==> config.mk <==
export PLATFORM = sky130hd
export DESIGN_NAME = prod_accum
export DESIGN_NICKNAME = d
export VERILOG_FILES = /design/src/rtl/prod_accum_pkg.sv /design/src/rtl/prod_accum_add.sv /design/src/rtl/prod_accum.sv
export SDC_FILE = /design/constraint.sdc
export NUM_CORES = 1
export LEC_CHECK = 0
export ABC_AREA = 1
export ABC_CLOCK_PERIOD_IN_PS = 2300
export BUFFER_PORTS_ARGS = -buffer_cell sky130_fd_sc_hd__buf_2
export CAP_MARGIN = 10
export CORE_UTILIZATION = 28
export CTS_BUF_LIST = sky130_fd_sc_hd__clkbuf_8
export CTS_CLUSTER_DIAMETER = 150
export CTS_CLUSTER_SIZE = 16
export DETAILED_ROUTE_END_ITERATION = 8
export PLACE_DENSITY_LB_ADDON = 0.12
export SLEW_MARGIN = 10
export SYNTH_ARGS = -nofsm -noshare
export SYNTH_HDL_FRONTEND = slang
export SYNTH_HIERARCHICAL = 1
export SYNTH_SLANG_ARGS = --single-unit
==> constraint.sdc <==
create_clock -name clk -period 2.3 [get_ports clk]
set_input_delay 0.115 -clock clk [delete_from_list [all_inputs] [get_ports clk]]
set_output_delay 0.115 -clock clk [all_outputs]
set_load 0.1 [all_outputs]
==> src/rtl/prod_accum_pkg.sv <==
// Shared definitions for the product accumulator: FSM state encoding,
// counter-width helper and the parameter legality predicate.
// Optional feature macro: PROD_ACCUM_SATURATE_EN (clamp instead of wrap).
package prod_accum_pkg;

  // ACCUM: taking products; HOLD: presenting a finished group sum.
  typedef enum logic {
    ACCUM = 1'b0,
    HOLD  = 1'b1
  } state_e;

  // Default group size; the counter width CNT_W is derived from it.
  localparam int CNT_DEFAULT = 4;
  localparam int CNT_W       = $clog2(CNT_DEFAULT);

  // Beat counter width for a given group size (counts 0..cnt-1).
  function automatic int cnt_w_f(input int cnt);
    return (cnt < 2) ? 1 : $clog2(cnt);
  endfunction

  // Legal parameter combinations for the accumulator.
  function automatic bit params_ok_f(input int in_w, input int cnt, input int acc_w);
    return (acc_w >= in_w) && (cnt >= 2) && (cnt <= 16);
  endfunction

endpackage

==> src/rtl/prod_accum_add.sv <==
// Combinational ACC_W-bit adder: acc + zero-extended product.
// Optional feature macro: PROD_ACCUM_SATURATE_EN -- when defined the sum
// clamps to all-ones on carry; otherwise it wraps modulo 2^ACC_W.
module prod_accum_add #(
  parameter int IN_W  = 8,
  parameter int ACC_W = 10
) (
  input  logic [ACC_W-1:0] acc_i,
  input  logic [IN_W-1:0]  data_i,
  output logic [ACC_W-1:0] sum_o,
  output logic             carry_o
);

  logic [ACC_W:0] data_ext;
  logic [ACC_W:0] raw_sum;

  assign data_ext = {{(ACC_W + 1 - IN_W){1'b0}}, data_i};
  assign raw_sum  = {1'b0, acc_i} + data_ext;
  assign carry_o  = raw_sum[ACC_W];

`ifdef PROD_ACCUM_SATURATE_EN
  // Once the sum has clamped, every later non-zero add carries again and
  // re-clamps, so the value stays pinned at all-ones for the rest of the group.
  assign sum_o = raw_sum[ACC_W] ? {ACC_W{1'b1}} : raw_sum[ACC_W-1:0];
`else
  assign sum_o = raw_sum[ACC_W-1:0];
`endif

endmodule

==> src/rtl/prod_accum.sv <==
// Product accumulator: sums groups of CNT unsigned products received on a
// valid/ready input and presents each group sum plus a sticky overflow flag
// on a valid/ready output.
// Optional feature macro: PROD_ACCUM_SATURATE_EN (see prod_accum_add).
//
// Handshake: a transfer happens on a rising clk edge where valid and ready
// are both 1; valid must not depend on ready. in_ready is 1 only in ACCUM,
// out_valid is 1 only in HOLD, so input and output never transfer in the
// same cycle.
module prod_accum
  import prod_accum_pkg::*;
#(
  parameter int IN_W  = 8,
  parameter int CNT   = 4,
  parameter int ACC_W = IN_W + $clog2(CNT)
) (
  input  logic             clk,
  input  logic             rst_n,
  input  logic             in_valid,
  output logic             in_ready,
  input  logic [IN_W-1:0]  in_data,
  output logic             out_valid,
  input  logic             out_ready,
  output logic [ACC_W-1:0] out_sum,
  output logic             out_ovf,
  output logic             busy
);

  localparam int              CW       = cnt_w_f(CNT);
  localparam logic [CW-1:0]   CNT_LAST = CW'(CNT - 1);

  // Elaboration-time rejection of illegal parameter sets.
  if (!params_ok_f(IN_W, CNT, ACC_W)) begin : g_param_check
    $fatal(1, "prod_accum: illegal parameters (need ACC_W >= IN_W and 2 <= CNT <= 16)");
  end

  state_e            state_q, state_d;
  logic [ACC_W-1:0]  acc_q, acc_d;
  logic [CW-1:0]     cnt_q, cnt_d;
  logic              ovf_q, ovf_d;
  logic [ACC_W-1:0]  sum_q, sum_d;
  logic              sum_ovf_q, sum_ovf_d;

  logic [ACC_W-1:0]  add_sum;
  logic              add_carry;

  prod_accum_add #(
    .IN_W  (IN_W),
    .ACC_W (ACC_W)
  ) u_add (
    .acc_i   (acc_q),
    .data_i  (in_data),
    .sum_o   (add_sum),
    .carry_o (add_carry)
  );

  // Next-state, datapath updates and handshake outputs.
  always_comb begin
    state_d   = state_q;
    acc_d     = acc_q;
    cnt_d     = cnt_q;
    ovf_d     = ovf_q;
    sum_d     = sum_q;
    sum_ovf_d = sum_ovf_q;
    in_ready  = 1'b0;
    out_valid = 1'b0;

    case (state_q)
      ACCUM: begin
        in_ready = 1'b1;
        if (in_valid) begin
          acc_d = add_sum;
          ovf_d = ovf_q | add_carry;
          if (cnt_q == CNT_LAST) begin
            // Last beat of the group: capture the updated values for output.
            cnt_d     = '0;
            sum_d     = add_sum;
            sum_ovf_d = ovf_q | add_carry;
            state_d   = HOLD;
          end else begin
            cnt_d = cnt_q + CW'(1);
          end
        end
      end
      HOLD: begin
        out_valid = 1'b1;
        if (out_ready) begin
          acc_d   = '0;
          ovf_d   = 1'b0;
          state_d = ACCUM;
        end
      end
      default: begin
        state_d = ACCUM;
      end
    endcase
  end

  // State and datapath registers; reset discards partial and pending data.
  always_ff @(posedge clk) begin
    if (!rst_n) begin
      state_q   <= ACCUM;
      acc_q     <= '0;
      cnt_q     <= '0;
      ovf_q     <= 1'b0;
      sum_q     <= '0;
      sum_ovf_q <= 1'b0;
    end else begin
      state_q   <= state_d;
      acc_q     <= acc_d;
      cnt_q     <= cnt_d;
      ovf_q     <= ovf_d;
      sum_q     <= sum_d;
      sum_ovf_q <= sum_ovf_d;
    end
  end

  assign out_sum = sum_q;
  assign out_ovf = sum_ovf_q;
  assign busy    = (cnt_q != '0) || (state_q == HOLD);

endmodule

# After elaboration in Yosys (flattened, before gate mapping)
# Cells that the tools add are included.
[word_totals] memories=0 ramBits=0 latchBits=0 word_cells=31 romBits=0 ff_bits=25 output_inout_bits=14 in_bits=12
[classes] reduce_logical=5 mul=0 n_shift=0 n_div=0 n_addsub=2 bitwise=2 mux=13 order_cmp=0 n_eq_ne=3
[op_table] operator="10-bit two-way mux" n=2
[op_table] operator="10-bit case mux with 2 select lines" n=1
[op_table] operator="10-bit by 8-bit adder with 11-bit output" n=1
[op_table] operator="1-bit two-way mux" n=7
[op_table] operator="2-bit != test, second input constant" n=2
[op_table] operator="1-bit case mux with 2 select lines" n=2
[op_table] operator="2-bit AND reduction" n=2
[op_table] operator="3-bit AND reduction" n=1
[op_table] operator="2-bit by 1-bit adder with 2-bit output, second input constant" n=1
[op_table] operator="2-bit equality test, second input constant" n=1
[op_table] operator="2-bit two-way mux" n=1
[op_table] operator="2-bit nonzero test" n=1
[op_table] operator="1-bit logical OR" n=1
[op_table] operator="1-bit inverter" n=1
[op_table] operator="1-bit OR" n=1

# Depth between registers and ports, before layout
[depth] ltp_word=4 mapped_depth=14 mapped_depth_nobuf=14

# Cells and area by module
# The synthesis kept the hierarchy.
[by_module_without_submodules] module="prod_accum" seq_area_each_um2=500.5 n_inst=1 area_per_inst_um2=1016.0 cells_per_inst=146
[by_module_without_submodules] module="prod_accum_add" seq_area_each_um2=0.0 n_inst=1 area_per_inst_um2=469.2 cells_per_inst=86

# Least setup slack after synthesis
# OpenSTA, ideal clock, no wires.
[synth_path] kind="reg2out" start="register state_q" end="output busy" t_required_ns=2.185 path_slack_ns=-0.123 arrival_ns=2.308 path_stages_with_launch=3 path_buffers=0 path_cell_list="dfxtp_1 -> inv_2 -> nand2_1"
[synth_between] elab_chain_len=1
[synth_lines] element="start, declared" line_no="prod_accum.sv:37" source="state_e state_q, state_d;"
[synth_lines] element="start signal, assigned" line_no="prod_accum.sv:109" source="state_q <= state_d;"
[synth_lines] element="1-bit logical OR" line_no="prod_accum.sv:120" source="assign busy = (cnt_q != '0) || (state_q == HOLD);"
[synth_lines] element="end, declared" line_no="prod_accum.sv:26" source="output logic busy"
# No other way between the ends.

# Worst setup path after layout
[layout_path] start="register acc_q[0]" end="register sum_q[6], in the netlist out_sum[6]"
[layout_between] elab_chain_len=1
[layout_lines] element="start, declared" line_no="prod_accum.sv:38" source="logic [ACC_W-1:0] acc_q, acc_d;"
[layout_lines] element="start signal, assigned" line_no="prod_accum.sv:103" source="acc_q <= '0;"
[layout_lines] element="start signal, assigned" line_no="prod_accum.sv:110" source="acc_q <= acc_d;"
[layout_lines] element="10-bit by 8-bit adder with 11-bit output" line_no="prod_accum_add.sv:18" source="assign raw_sum = {1'b0, acc_i} + data_ext;"
[layout_lines] element="via add_sum[6]" line_no="prod_accum.sv:44" source="logic [ACC_W-1:0] add_sum;"
[layout_lines] element="end signal, assigned" line_no="prod_accum.sv:113" source="sum_q <= sum_d;"
[layout_lines] element="end, declared" line_no="prod_accum.sv:41" source="logic [ACC_W-1:0] sum_q, sum_d;"
# The timed path passes the listed nets, and every way through them passes these cells.
# A chain may end at the register's enable or synchronous reset.

==> flow_summary.yaml <==
timing:
  finalClockSkew_ns: 0.00478
  finalSetupViolations: 0
  tightest_slew_ns: 0.491
  min_period_over_period: 0.796
  max_slew_margin: 0.672
  fin_ws_ns: 0.470
  period_needed_ns: 1.83
  report.final.slew_viol_count: 0
  rsz0062_at_grt: "false"
  setup_tns_ns: 0
  hold_viol: 0
  fmax_ghz: 0.546
setup_path:
  worstPathMaxFanout: 3
  endpoint: "out_sum[6]"
  crit_slowest_cell: "fa_1"
  cp-startpoint: "acc_q[0]"
  path_cells: "ha_1 -> inv_1 -> fa_1 -> inv_1 -> nand3_1 -> nand2_1 -> nand3_1 -> nand2_1 -> nand2_1 -> nand2_1 -> inv_1 -> nand2_1 -> nand2_1 -> nor2_1"
  r2r_slack_ns: 0.47
  reg2reg_to: "out_sum[6]"
  critical_path_arrival_ns: 2.04
  required_ns: 2.51
  critPathLaunchType: "flop"
  crit_path_end_kind: "flop"
  critical_path_class: "reg -> reg"
  critPathTopFamily: "simple AND/OR/NAND/NOR gates"
  cpPeakStageDelay_ns: 0.40
  critical_path_buf_inv_count: 3
  ff2ff_path_depth: 14
  cp.depth: 14
  path_common_cell: "nand2_1"
  worstReg2RegStart: "acc_q[0]"
power_and_ir_drop:
  p_int_mw: 0.677
  p_sw_mw: 0.373
  p_leak_nw: 0.882
  max-vdd-ir-drop_mv: 0.332
  power_mw: 1.05
  power_density_nw_per_um2: 610
  p_sw_frac: 0.355
  seqPwrFrac: 0.453
  pwr-share-clk: 0.243
  combPwrFrac: 0.304
synthesis:
  yosysWarnings: 6
  syn_avg_cell_area_um2: 6.40
  synthMuxAreaShare: 0
  synth_xor_area_frac: 0.0236
  synthesis.area_um2: 1490
  synthAdderAreaFrac: 0.0977
  synth_fp_nets: 255
  synthSimpleGateAreaFrac: 0.365
  synth-seq-area-share: 0.337
  yosys_register_bits: 25
  ys_types: 22
  synth_compound_area_frac: 0.0758
  synth_top_family_by_area: "simple AND/OR/NAND/NOR gates"
  postSynthCellCount: 232
route:
  vias_per_cell: 4.34
  vias: 1414
  initialDrtViolationCount: 49
  drc: 0
  routed_wl_mm: 3.51
  drtAntennaViolNets: 0
  post_drt_wl_per_cell_um: 10.8
  drt-pass1-iter-count: 4
clocking:
  hold_buffers: 0
  clk_pin_slew_worst_paths_ns: 0.09
  cts.sinks: 25
  root_buffer: "clkbuf_8"
  cts_buffer_depth: 2
  clk_latency_ns: 0.27
  h-tree-depth: 1
  post-cts-setup-buffers: 0
  cts_tree: "yes"
  cts_made_buffers: 3
  post_cts_resized: 0
outcome:
  status: "completed"
place:
  port_buffers: 25
  placed_area_um2: 1680
  dp_hpwl_mm: 2.73
  dp_slack_ns: 0.481
  gp_congestion: 0.832
grt:
  grt-ovfl-total: 0
  grt_pass1_vias: 1266
  grt_max_degree: 24
  antenna_found_initial: 0
  gr-usage-all-layers: 0.138
  grt_pass1_wl_mm: 5.82
floorplan:
  fp.dieH_um: 74.8
  rows: 26
  ioPinCount: 26
  die_x_um: 74.8
  start_util: 0.291
  die_area_um2: 5600
  core_area_um2: 5110
finish:
  syn_to_final_growth_pct: 16.0
  final_common_cell: "nand2_1"
  drive_gt1_frac: 0.137
  nets: 280
  num_antenna_cells: 0
  final_area_um2: 1720
  final_cell_mix: "nand2_1 (72), nor2_1 (37), inv_1 (30), dfxtp_1 (25), buf_2 (25)"
flow_run:
  cap_violations: 0
min_path:
  hold_path_class: "in -> reg"
-- routing by layer --
| metal | wire length [um] | GRT usage |
|---|---|---|
| met2 | 1650 | 0.240 |
| met5 | 0 | 0 |
| met3 | 112 | 0.0281 |
| met4 | 18 | 0.0252 |
| met1 | 1720 | 0.177 |
-- final cells by class --
cell class	count	area, um2
clock buffers	3	41.3
repair buffers	27	140
flip-flops and latches	25	500
multi-input cells	170	837
fillers	606	3380
inverters	30	113
well taps	70	87.6
clock inverters	1	3.75
-- Yosys cell counts --
cell type | number | share of area
nand3_2 | 1 | 0.0067
dfxtp_1 | 25 | 0.34
a21oi_1 | 16 | 0.054
buf_4 | 2 | 0.010
o21a_1 | 1 | 0.0051
xor2_1 | 3 | 0.018
o211ai_1 | 1 | 0.0051
a21boi_0 | 1 | 0.0051
buf_1 | 1 | 0.0025
nand4_1 | 1 | 0.0042
clkbuf_1 | 1 | 0.0025
nor2_2 | 2 | 0.0084
nand2_1 | 73 | 0.18
inv_2 | 1 | 0.0025
xnor2_1 | 1 | 0.0059
o21ai_0 | 2 | 0.0067
buf_2 | 3 | 0.010
nand3_1 | 20 | 0.067
nor2_1 | 37 | 0.094
fa_1 | 1 | 0.013
ha_1 | 10 | 0.084
inv_1 | 29 | 0.073
-- stage by stage --
stage / util / std cells / hold WS [ns]
3_3_place_gp: 0.329 / 322 / 0.429
5_1_grt: 0.337 / 326 / 0.143
2_1_floorplan: - / 232 / 0.235
4_1_cts: 0.337 / 326 / 0.138
3_5_place_dp: 0.329 / 322 / 0.431
6_report: 0.337 / 326 / 0.147
-- worst reg2reg max path, delay by kind of cell (launching register included) --
family / cells / cell delay (ns)
buf+inv: 3 / 0.19
flops: 1 / 0.34
fa+ha+maj: 2 / 0.59
simple gates: 9 / 0.64
-- sequential cells by signal, summed over array words and instances, names as in the netlist --
name / count
acc_q: 10
cnt_q: 2
out_ovf: 1
out_sum: 10
ovf_q: 1
state_q: 1
-- power groups by stage --
stage / logic [mW] / clock network, mW / registers, mW
CTS: 0.325 / 0.278 / 0.476
global placement: 0.325 / 0 / 0.486
finish: 0.319 / 0.256 / 0.476
floorplan: 0.219 / 0 / 0.517
global route: 0.360 / 0.289 / 0.480
detailed placement: 0.323 / 0 / 0.487
-- worst min-delay path by stage --
stage	slack, ns	cells past startpoint	start	to
final	0.15	4	out_ready	state_q
after global routing	0.14	4	out_ready	state_q
after CTS	0.14	4	out_ready	state_q
after detailed placement	0.43	4	out_ready	state_q
after global placement	0.43	4	out_ready	state_q
after floorplan	0.24	2	rst_n	out_sum[0]
-- logic make-up (layout without fill, tap and decap cells) --
kind of cell               after synthesis  in the layout
xor gates and xnor gates                 4              4
buffers and inverters                   37             61
AOI/OAI and AO/OA                       21             21
DFF                                     25             25
adders and majority gates               11             11
and+or+nand+nor                        134            134
Power figures use the tool's default switching activity.
